### src/rtl/ula_arbiter_if.sv
// ============================================================================
// ula_arbiter_if : request/response bundle between issuers and ula_arbiter
// Revision 1.0
// ============================================================================
`default_nettype none

interface ula_arbiter_if #(
  parameter int DATA_WIDTH = 20,
  parameter int OP_WIDTH   = 2
);
  logic                  req0_valid;
  logic                  req0_ready;
  logic [OP_WIDTH-1:0]   req0_control;
  logic [DATA_WIDTH-1:0] req0_opA;
  logic [DATA_WIDTH-1:0] req0_opB;

  logic                  req1_valid;
  logic                  req1_ready;
  logic [OP_WIDTH-1:0]   req1_control;
  logic [DATA_WIDTH-1:0] req1_opA;
  logic [DATA_WIDTH-1:0] req1_opB;

  logic                  resp_valid;
  logic                  resp_ready;
  logic                  resp_id;
  logic [DATA_WIDTH-1:0] resp_result;
  logic                  resp_zero;

  modport master (
    output req0_valid, req0_control, req0_opA, req0_opB,
    input  req0_ready,
    output req1_valid, req1_control, req1_opA, req1_opB,
    input  req1_ready,
    input  resp_valid, resp_id, resp_result, resp_zero,
    output resp_ready
  );

  modport slave (
    input  req0_valid, req0_control, req0_opA, req0_opB,
    output req0_ready,
    input  req1_valid, req1_control, req1_opA, req1_opB,
    output req1_ready,
    output resp_valid, resp_id, resp_result, resp_zero,
    input  resp_ready
  );
endinterface

`default_nettype wire

### src/rtl/ula_arbiter.sv
// ============================================================================
// ula_arbiter : round-robin sharing of one ULA between two requesters
// Revision 1.0
// ============================================================================
`default_nettype none

module ula_arbiter #(
  parameter int DATA_WIDTH = 20,
  parameter int OP_WIDTH   = 2
) (
  input  wire logic    clock,
  input  wire logic    reset,
  ula_arbiter_if.slave bus,
  output logic         busy
);

  typedef enum logic [1:0] {
    IDLE = 2'd0,
    EXEC = 2'd1,
    RESP = 2'd2
  } state_t;

  localparam logic [OP_WIDTH-1:0] OP_ADD = OP_WIDTH'(0);
  localparam logic [OP_WIDTH-1:0] OP_OR  = OP_WIDTH'(1);
  localparam logic [OP_WIDTH-1:0] OP_AND = OP_WIDTH'(2);

  state_t                state;
  state_t                next_state;
  logic                  last_served;
  logic                  grant;
  logic                  accept;
  logic [OP_WIDTH-1:0]   op_ctrl;
  logic [DATA_WIDTH-1:0] op_a;
  logic [DATA_WIDTH-1:0] op_b;
  logic                  op_id;
  logic [DATA_WIDTH-1:0] ula_result;

  // On a tie the requester that was not served last wins.
  always_comb begin
    grant = 1'b0;
    if (bus.req0_valid && bus.req1_valid) begin
      grant = ~last_served;
    end else if (bus.req1_valid) begin
      grant = 1'b1;
    end
  end

  assign bus.req0_ready = (state == IDLE) && bus.req0_valid && !grant;
  assign bus.req1_ready = (state == IDLE) && bus.req1_valid &&  grant;
  assign accept         = bus.req0_ready || bus.req1_ready;
  assign busy           = (state != IDLE);

  always_ff @(posedge clock) begin
    if (reset) begin
      state <= IDLE;
    end else begin
      state <= next_state;
    end
  end

  always_comb begin
    next_state = state;
    case (state)
      IDLE:    if (accept) next_state = EXEC;
      EXEC:    next_state = RESP;
      RESP:    if (bus.resp_valid && bus.resp_ready) next_state = IDLE;
      default: next_state = IDLE;
    endcase
  end

  always_comb begin
    case (op_ctrl)
      OP_ADD:  ula_result = op_a + op_b;
      OP_OR:   ula_result = op_a | op_b;
      OP_AND:  ula_result = op_a & op_b;
      default: ula_result = ~op_a;
    endcase
  end

  always_ff @(posedge clock) begin
    if (reset) begin
      last_served     <= 1'b1;
      op_ctrl         <= '0;
      op_a            <= '0;
      op_b            <= '0;
      op_id           <= 1'b0;
      bus.resp_valid  <= 1'b0;
      bus.resp_id     <= 1'b0;
      bus.resp_result <= '0;
      bus.resp_zero   <= 1'b0;
    end else begin
      if (accept) begin
        op_id   <= grant;
        op_ctrl <= grant ? bus.req1_control : bus.req0_control;
        op_a    <= grant ? bus.req1_opA     : bus.req0_opA;
        op_b    <= grant ? bus.req1_opB     : bus.req0_opB;
      end
      if (state == EXEC) begin
        bus.resp_result <= ula_result;
        bus.resp_zero   <= (op_a == op_b);
        bus.resp_id     <= op_id;
        bus.resp_valid  <= 1'b1;
      end
      if (state == RESP && bus.resp_valid && bus.resp_ready) begin
        bus.resp_valid <= 1'b0;
        last_served    <= bus.resp_id;
      end
    end
  end

endmodule

`default_nettype wire

### src/flat_wrapper.sv
// flat-port wrapper written by rule: the top's interface ports become plain ports
module ula_arbiter_flat 
#(
  parameter int DATA_WIDTH = 20,
  parameter int OP_WIDTH   = 2
)
  (clock, reset, busy, bus_req0_valid, bus_req0_control, bus_req0_opA, bus_req0_opB, bus_req0_ready, bus_req1_valid, bus_req1_control, bus_req1_opA, bus_req1_opB, bus_req1_ready, bus_resp_valid, bus_resp_id, bus_resp_result, bus_resp_zero, bus_resp_ready);
  ula_arbiter_if #(.DATA_WIDTH(DATA_WIDTH), .OP_WIDTH(OP_WIDTH)) bus_i ();
  input  wire logic clock;
  input  wire logic reset;
  output logic busy;
  input wire logic [$bits(bus_i.req0_valid)-1:0] bus_req0_valid;
  input wire logic [$bits(bus_i.req0_control)-1:0] bus_req0_control;
  input wire logic [$bits(bus_i.req0_opA)-1:0] bus_req0_opA;
  input wire logic [$bits(bus_i.req0_opB)-1:0] bus_req0_opB;
  output wire logic [$bits(bus_i.req0_ready)-1:0] bus_req0_ready;
  input wire logic [$bits(bus_i.req1_valid)-1:0] bus_req1_valid;
  input wire logic [$bits(bus_i.req1_control)-1:0] bus_req1_control;
  input wire logic [$bits(bus_i.req1_opA)-1:0] bus_req1_opA;
  input wire logic [$bits(bus_i.req1_opB)-1:0] bus_req1_opB;
  output wire logic [$bits(bus_i.req1_ready)-1:0] bus_req1_ready;
  output wire logic [$bits(bus_i.resp_valid)-1:0] bus_resp_valid;
  output wire logic [$bits(bus_i.resp_id)-1:0] bus_resp_id;
  output wire logic [$bits(bus_i.resp_result)-1:0] bus_resp_result;
  output wire logic [$bits(bus_i.resp_zero)-1:0] bus_resp_zero;
  input wire logic [$bits(bus_i.resp_ready)-1:0] bus_resp_ready;
  assign bus_i.req0_valid = bus_req0_valid;
  assign bus_i.req0_control = bus_req0_control;
  assign bus_i.req0_opA = bus_req0_opA;
  assign bus_i.req0_opB = bus_req0_opB;
  assign bus_req0_ready = bus_i.req0_ready;
  assign bus_i.req1_valid = bus_req1_valid;
  assign bus_i.req1_control = bus_req1_control;
  assign bus_i.req1_opA = bus_req1_opA;
  assign bus_i.req1_opB = bus_req1_opB;
  assign bus_req1_ready = bus_i.req1_ready;
  assign bus_resp_valid = bus_i.resp_valid;
  assign bus_resp_id = bus_i.resp_id;
  assign bus_resp_result = bus_i.resp_result;
  assign bus_resp_zero = bus_i.resp_zero;
  assign bus_i.resp_ready = bus_resp_ready;
  ula_arbiter #(.DATA_WIDTH(DATA_WIDTH), .OP_WIDTH(OP_WIDTH)) u_core (.clock(clock), .reset(reset), .bus(bus_i), .busy(busy));
endmodule
### config.mk
export PLATFORM = sky130hd
export DESIGN_NAME = ula_arbiter_flat
export DESIGN_NICKNAME = d
export VERILOG_FILES = /design/src/rtl/ula_arbiter_if.sv /design/src/rtl/ula_arbiter.sv /design/src/flat_wrapper.sv
export SDC_FILE = /design/constraint.sdc
export NUM_CORES = 1
export LEC_CHECK = 0
export CAP_MARGIN = 25
export CORE_ASPECT_RATIO = 1.4
export CORE_MARGIN = 5
export CORE_UTILIZATION = 46
export CTS_BUF_LIST = sky130_fd_sc_hd__clkbuf_16
export CTS_CLUSTER_SIZE = 10
export DETAILED_ROUTE_END_ITERATION = 8
export GPL_ROUTABILITY_DRIVEN = 1
export PLACE_DENSITY = 0.78
export SLEW_MARGIN = 20
export SYNTH_ARGS = -nofsm -noshare
export SYNTH_HDL_FRONTEND = slang
export SYNTH_SLANG_ARGS = --single-unit
### constraint.sdc
create_clock -name clock -period 2.6 [get_ports clock]
set_clock_uncertainty 0.1 [all_clocks]
set_input_delay 0.78 -clock clock [delete_from_list [all_inputs] [get_ports clock]]
set_output_delay 0.78 -clock clock [all_outputs]
set_load 0.01 [all_outputs]
==> impl_metrics.yaml, run 1 <==
worst_setup_path:
  cp_max_fo: 2
  slowest_delay_ns: 0.48
  crit_path_end_kind: "flip-flop"
  crit_family: "compound AO/OA/AOI/OAI gates"
  critPathBufInv: 1
  crit_required_ns: 2.75
  crit_path_start_kind: "flip-flop"
  arrival_ns: 2.67
  worstSetupPathType: "flip-flop to flip-flop"
  slowest_stage: "mux4_2"
  path_cells: "ha_2 > inv_1 > fa_2 > nand2b_4 > a21oi_4 > o21a_1 > o41ai_2 > xor2_1 > mux4_2 > a211oi_2"
layout:
  diodes: 0
  fillCellCount: 895
  syn_to_final_growth_pct: 39.38
  drive_above_1_share_pct: 12.38
  layout.nets: 854
  final_cells: 865
route:
  finalWirelength_um: 13790
  routed-via-count: 4756
  drc_errors: 0
  vias_per_cell: 5.498
  post_drt_wl_per_cell_um: 15.95
  drt_iter0_drc: 244
  firstDrtPassIters: 5
  antenna_left: 0
synthesis:
  synth_edf_count: 0
  synthAdderAreaFrac_pct: 10.88
  synth.ff_latch_count: 69
  yosys.area_share.simple_pct: 14.67
  avgSynthCellArea_sq_um: 8.082
  synth_area_leaders: "dfxtp_1, mux2i_1, ha_1"
  yosys_warnings: 0
  syn-cell-area_sq_um: 4785
  yosys.area_share.xor_xnor_pct: 2.014
  synth-compound-area-share_pct: 22.91
  synth.yosys.seq_area_share_pct: 28.87
  yosysUniqueCellTypes: 52
  synth_top_family_by_area: "compound AO/OA/AOI/OAI gates"
  synth_fp_nets: 722
  synth_top_area_share_pct: 28.87
  synth-main-ff-cell: "dfxtp_1"
  yosysTopAreaCell: "dfxtp_1"
  async_reset_ff_share_pct: 0
  syn_inst: 592
  synth_mux_area_share_pct: 13.23
power_and_ir_drop:
  cellLeakagePower_nw: 2.728
  powerDensity_nw_per_um2: 600.7
  ir_drop_v: 0.0003033
  fin_total_pwr_w: 0.004006
global_routing:
  grt_pass1_wl_um: 22020
  grt_pass1_vias: 4663
  use_met3_pct: 4.009
  grt_use_total_pct: 22.28
  grt_overflow: 0
  met1_usage_pct: 27.19
  grt_use_met2_pct: 38.67
  antenna_found_initial: 0
  grt_max_degree: 57
  busiest_layer: "met2"
die:
  dieHeight_um: 130.7
  initial_utilization_pct: 46.48
  dieArea_sq_um: 12570
  ios: 115
  rows: 44
  design.core.area_sq_um: 10290
  die_w_um: 96.20
sta:
  fin_ws_ns: 0.08653
  max_slew_margin_pct: 41.35
  max_freq_ghz: 0.3979
  fin_crit_ns: 2.513
  tightest_slew_ns: 0.8786
  slew_violations: 0
  hold_viol: 0
  period_share_pct: 96.67
  setup_viol: 0
clocking:
  cts.htree.levels: 3
  cts.path.max_buffers: 2
  clk_latency_ns: 0.33
  cts_tree: "built"
  clk_pin_slew_ns: 0.05
  clock_sinks: 69
  root_buffer: "clkbuf_16"
  cts_made_buffers: 9
run:
  drv_cap: 0
hold_path:
  min_path_type: "flip-flop to flip-flop"
place:
  routabilityCongestion: 0.9786
  dp_cells: 850
  portBuffers: 114
  post-place-ws_ns: -0.4560
  hpwlAfterDp_um: 10760
status:
  status: "complete, no violations"
## report_power, final
group	internal (W)	total [W]	switching (W)
sequential	0.00119	0.00131	0.000118
combinational	0.000755	0.00155	0.000797
clock	0.000718	0.00114	0.000424
## area by class of cell
type | instances | area (sq um) | share of cell area [%]
multi-input cells | 432 | 3136 | 47.02
inverters | 54 | 202.7 | 3.039
clock buffers | 9 | 225.2 | 3.377
repair buffers | 158 | 1504 | 22.55
clock inverters | 5 | 46.29 | 0.6942
flip-flops and latches | 69 | 1383 | 20.73
well taps | 138 | 172.7 | 2.589
## worst paths after layout
path	endpoint	cells past startpoint	startpoint	slack [ns]
setup / recovery	u_core.bus.resp_result[8]	10	u_core.op_a[0]	0.09
hold / removal	u_core.bus.resp_result[13]	2	u_core.bus.resp_result[13]	0.34
setup reg to reg	u_core.bus.resp_result[8]	10	u_core.op_a[0]	0.09
hold reg to reg	u_core.bus.resp_result[13]	2	u_core.bus.resp_result[13]	0.34
## worst register-to-register path, cell delays in order (launching register included)
cell	delay, ns
dfxtp_1	0.33
ha_2	0.17
inv_1	0.06
fa_2	0.35
nand2b_4	0.17
a21oi_4	0.15
o21a_1	0.18
o41ai_2	0.08
xor2_1	0.16
mux4_2	0.48
a211oi_2	0.21
## logic make-up after synthesis
logic type | Yosys count
XOR/XNOR | 11
adder cells (fa/ha/maj) | 41
buffers and inverters | 91
AND/OR/NAND/NOR | 161
multiplexers | 58
AO/OA/AOI/OAI | 161
flip-flops | 69
## repair_timing
action	4_1_cts	5_1_grt
setup buffers	1	0
pin swaps	0	4
hold buffers	0	0
endpoints found under the setup margin	2	9
gates resized for setup	9	17
## layout by cell type, fill, tap and decap left out, types with 7 or more instances in the layout
master / count
mux2i_1: 52
ha_1: 36
inv_1: 56
o21ai_0: 27
buf_4: 41
a21oi_1: 35
dfxtp_1: 68
nor2_1: 75
nand2_1: 41
a211oi_1: 47
and3_1: 7
clkdlybuf4s50_1: 109
clkbuf_16: 9
## layer usage
| metal | wire (um) | up-vias |
|---|---|---|
| met4 | 255 | 0 |
| met2 | 7001 | 140 |
| met3 | 651 | 15 |
| met1 | 5885 | 2245 |
| li1 | - | 2356 |
| met5 | 0 | - |
## synth_stat cells, types with 3 or more instances
library cell and n:
a21o_1 6, buf_2 10, buf_1 3, o21ai_0 28
mux4_2 4, nor3_1 5, nor2b_1 4, or3_1 3
xor2_1 5, mux2i_1 52, a221oi_1 6, xnor2_1 6
o211ai_1 4, and2_1 4, o21ai_1 3, a21oi_1 37
clkbuf_1 23, ha_1 40, and3_1 7, nor4_1 5
nand2_1 41, nand3_1 6, inv_1 54, nor2_1 76
a22o_1 3, a211oi_1 48, dfxtp_1 69, nand2b_1 6
## sequential cells by signal (all words and copies together) (netlist names)
name,count
u_core.op_a,20
u_core.bus.resp_valid,1
u_core.state,2
u_core.bus.resp_id,1
u_core.bus.resp_zero,1
u_core.op_id,1
u_core.last_served,1
u_core.op_b,20
u_core.op_ctrl,2
u_core.bus.resp_result,20
## metrics by stage
stage / util, % / TNS [ns] / instance area, sq um / hold slack (ns)
2_1_floorplan: - / 0 / 4785 / 0.3302
3_3_place_gp: 61.39 / -1.979 / 6320 / 0.3277
3_5_place_dp: 61.39 / -4.595 / 6320 / 0.3374
4_1_cts: 64.12 / 0 / 6601 / 0.3443
5_1_grt: 64.78 / -0.02503 / 6669 / 0.3712
6_report: 64.78 / 0 / 6669 / 0.3379
Note: power is estimated with default switching activity, not from simulation.
==> run 2: changes to the inputs <==
--- a/config.mk
+++ b/config.mk
@@ -10,9 +10,7 @@
 export CORE_MARGIN = 5
 export CORE_UTILIZATION = 46
 export CTS_BUF_LIST = sky130_fd_sc_hd__clkbuf_16
-export CTS_CLUSTER_SIZE = 10
 export DETAILED_ROUTE_END_ITERATION = 8
-export GPL_ROUTABILITY_DRIVEN = 1
 export PLACE_DENSITY = 0.78
 export SLEW_MARGIN = 20
 export SYNTH_ARGS = -nofsm -noshare
==> results of run 2 <==
The final DEF is identical to that of run 1; final timing and power are the same.
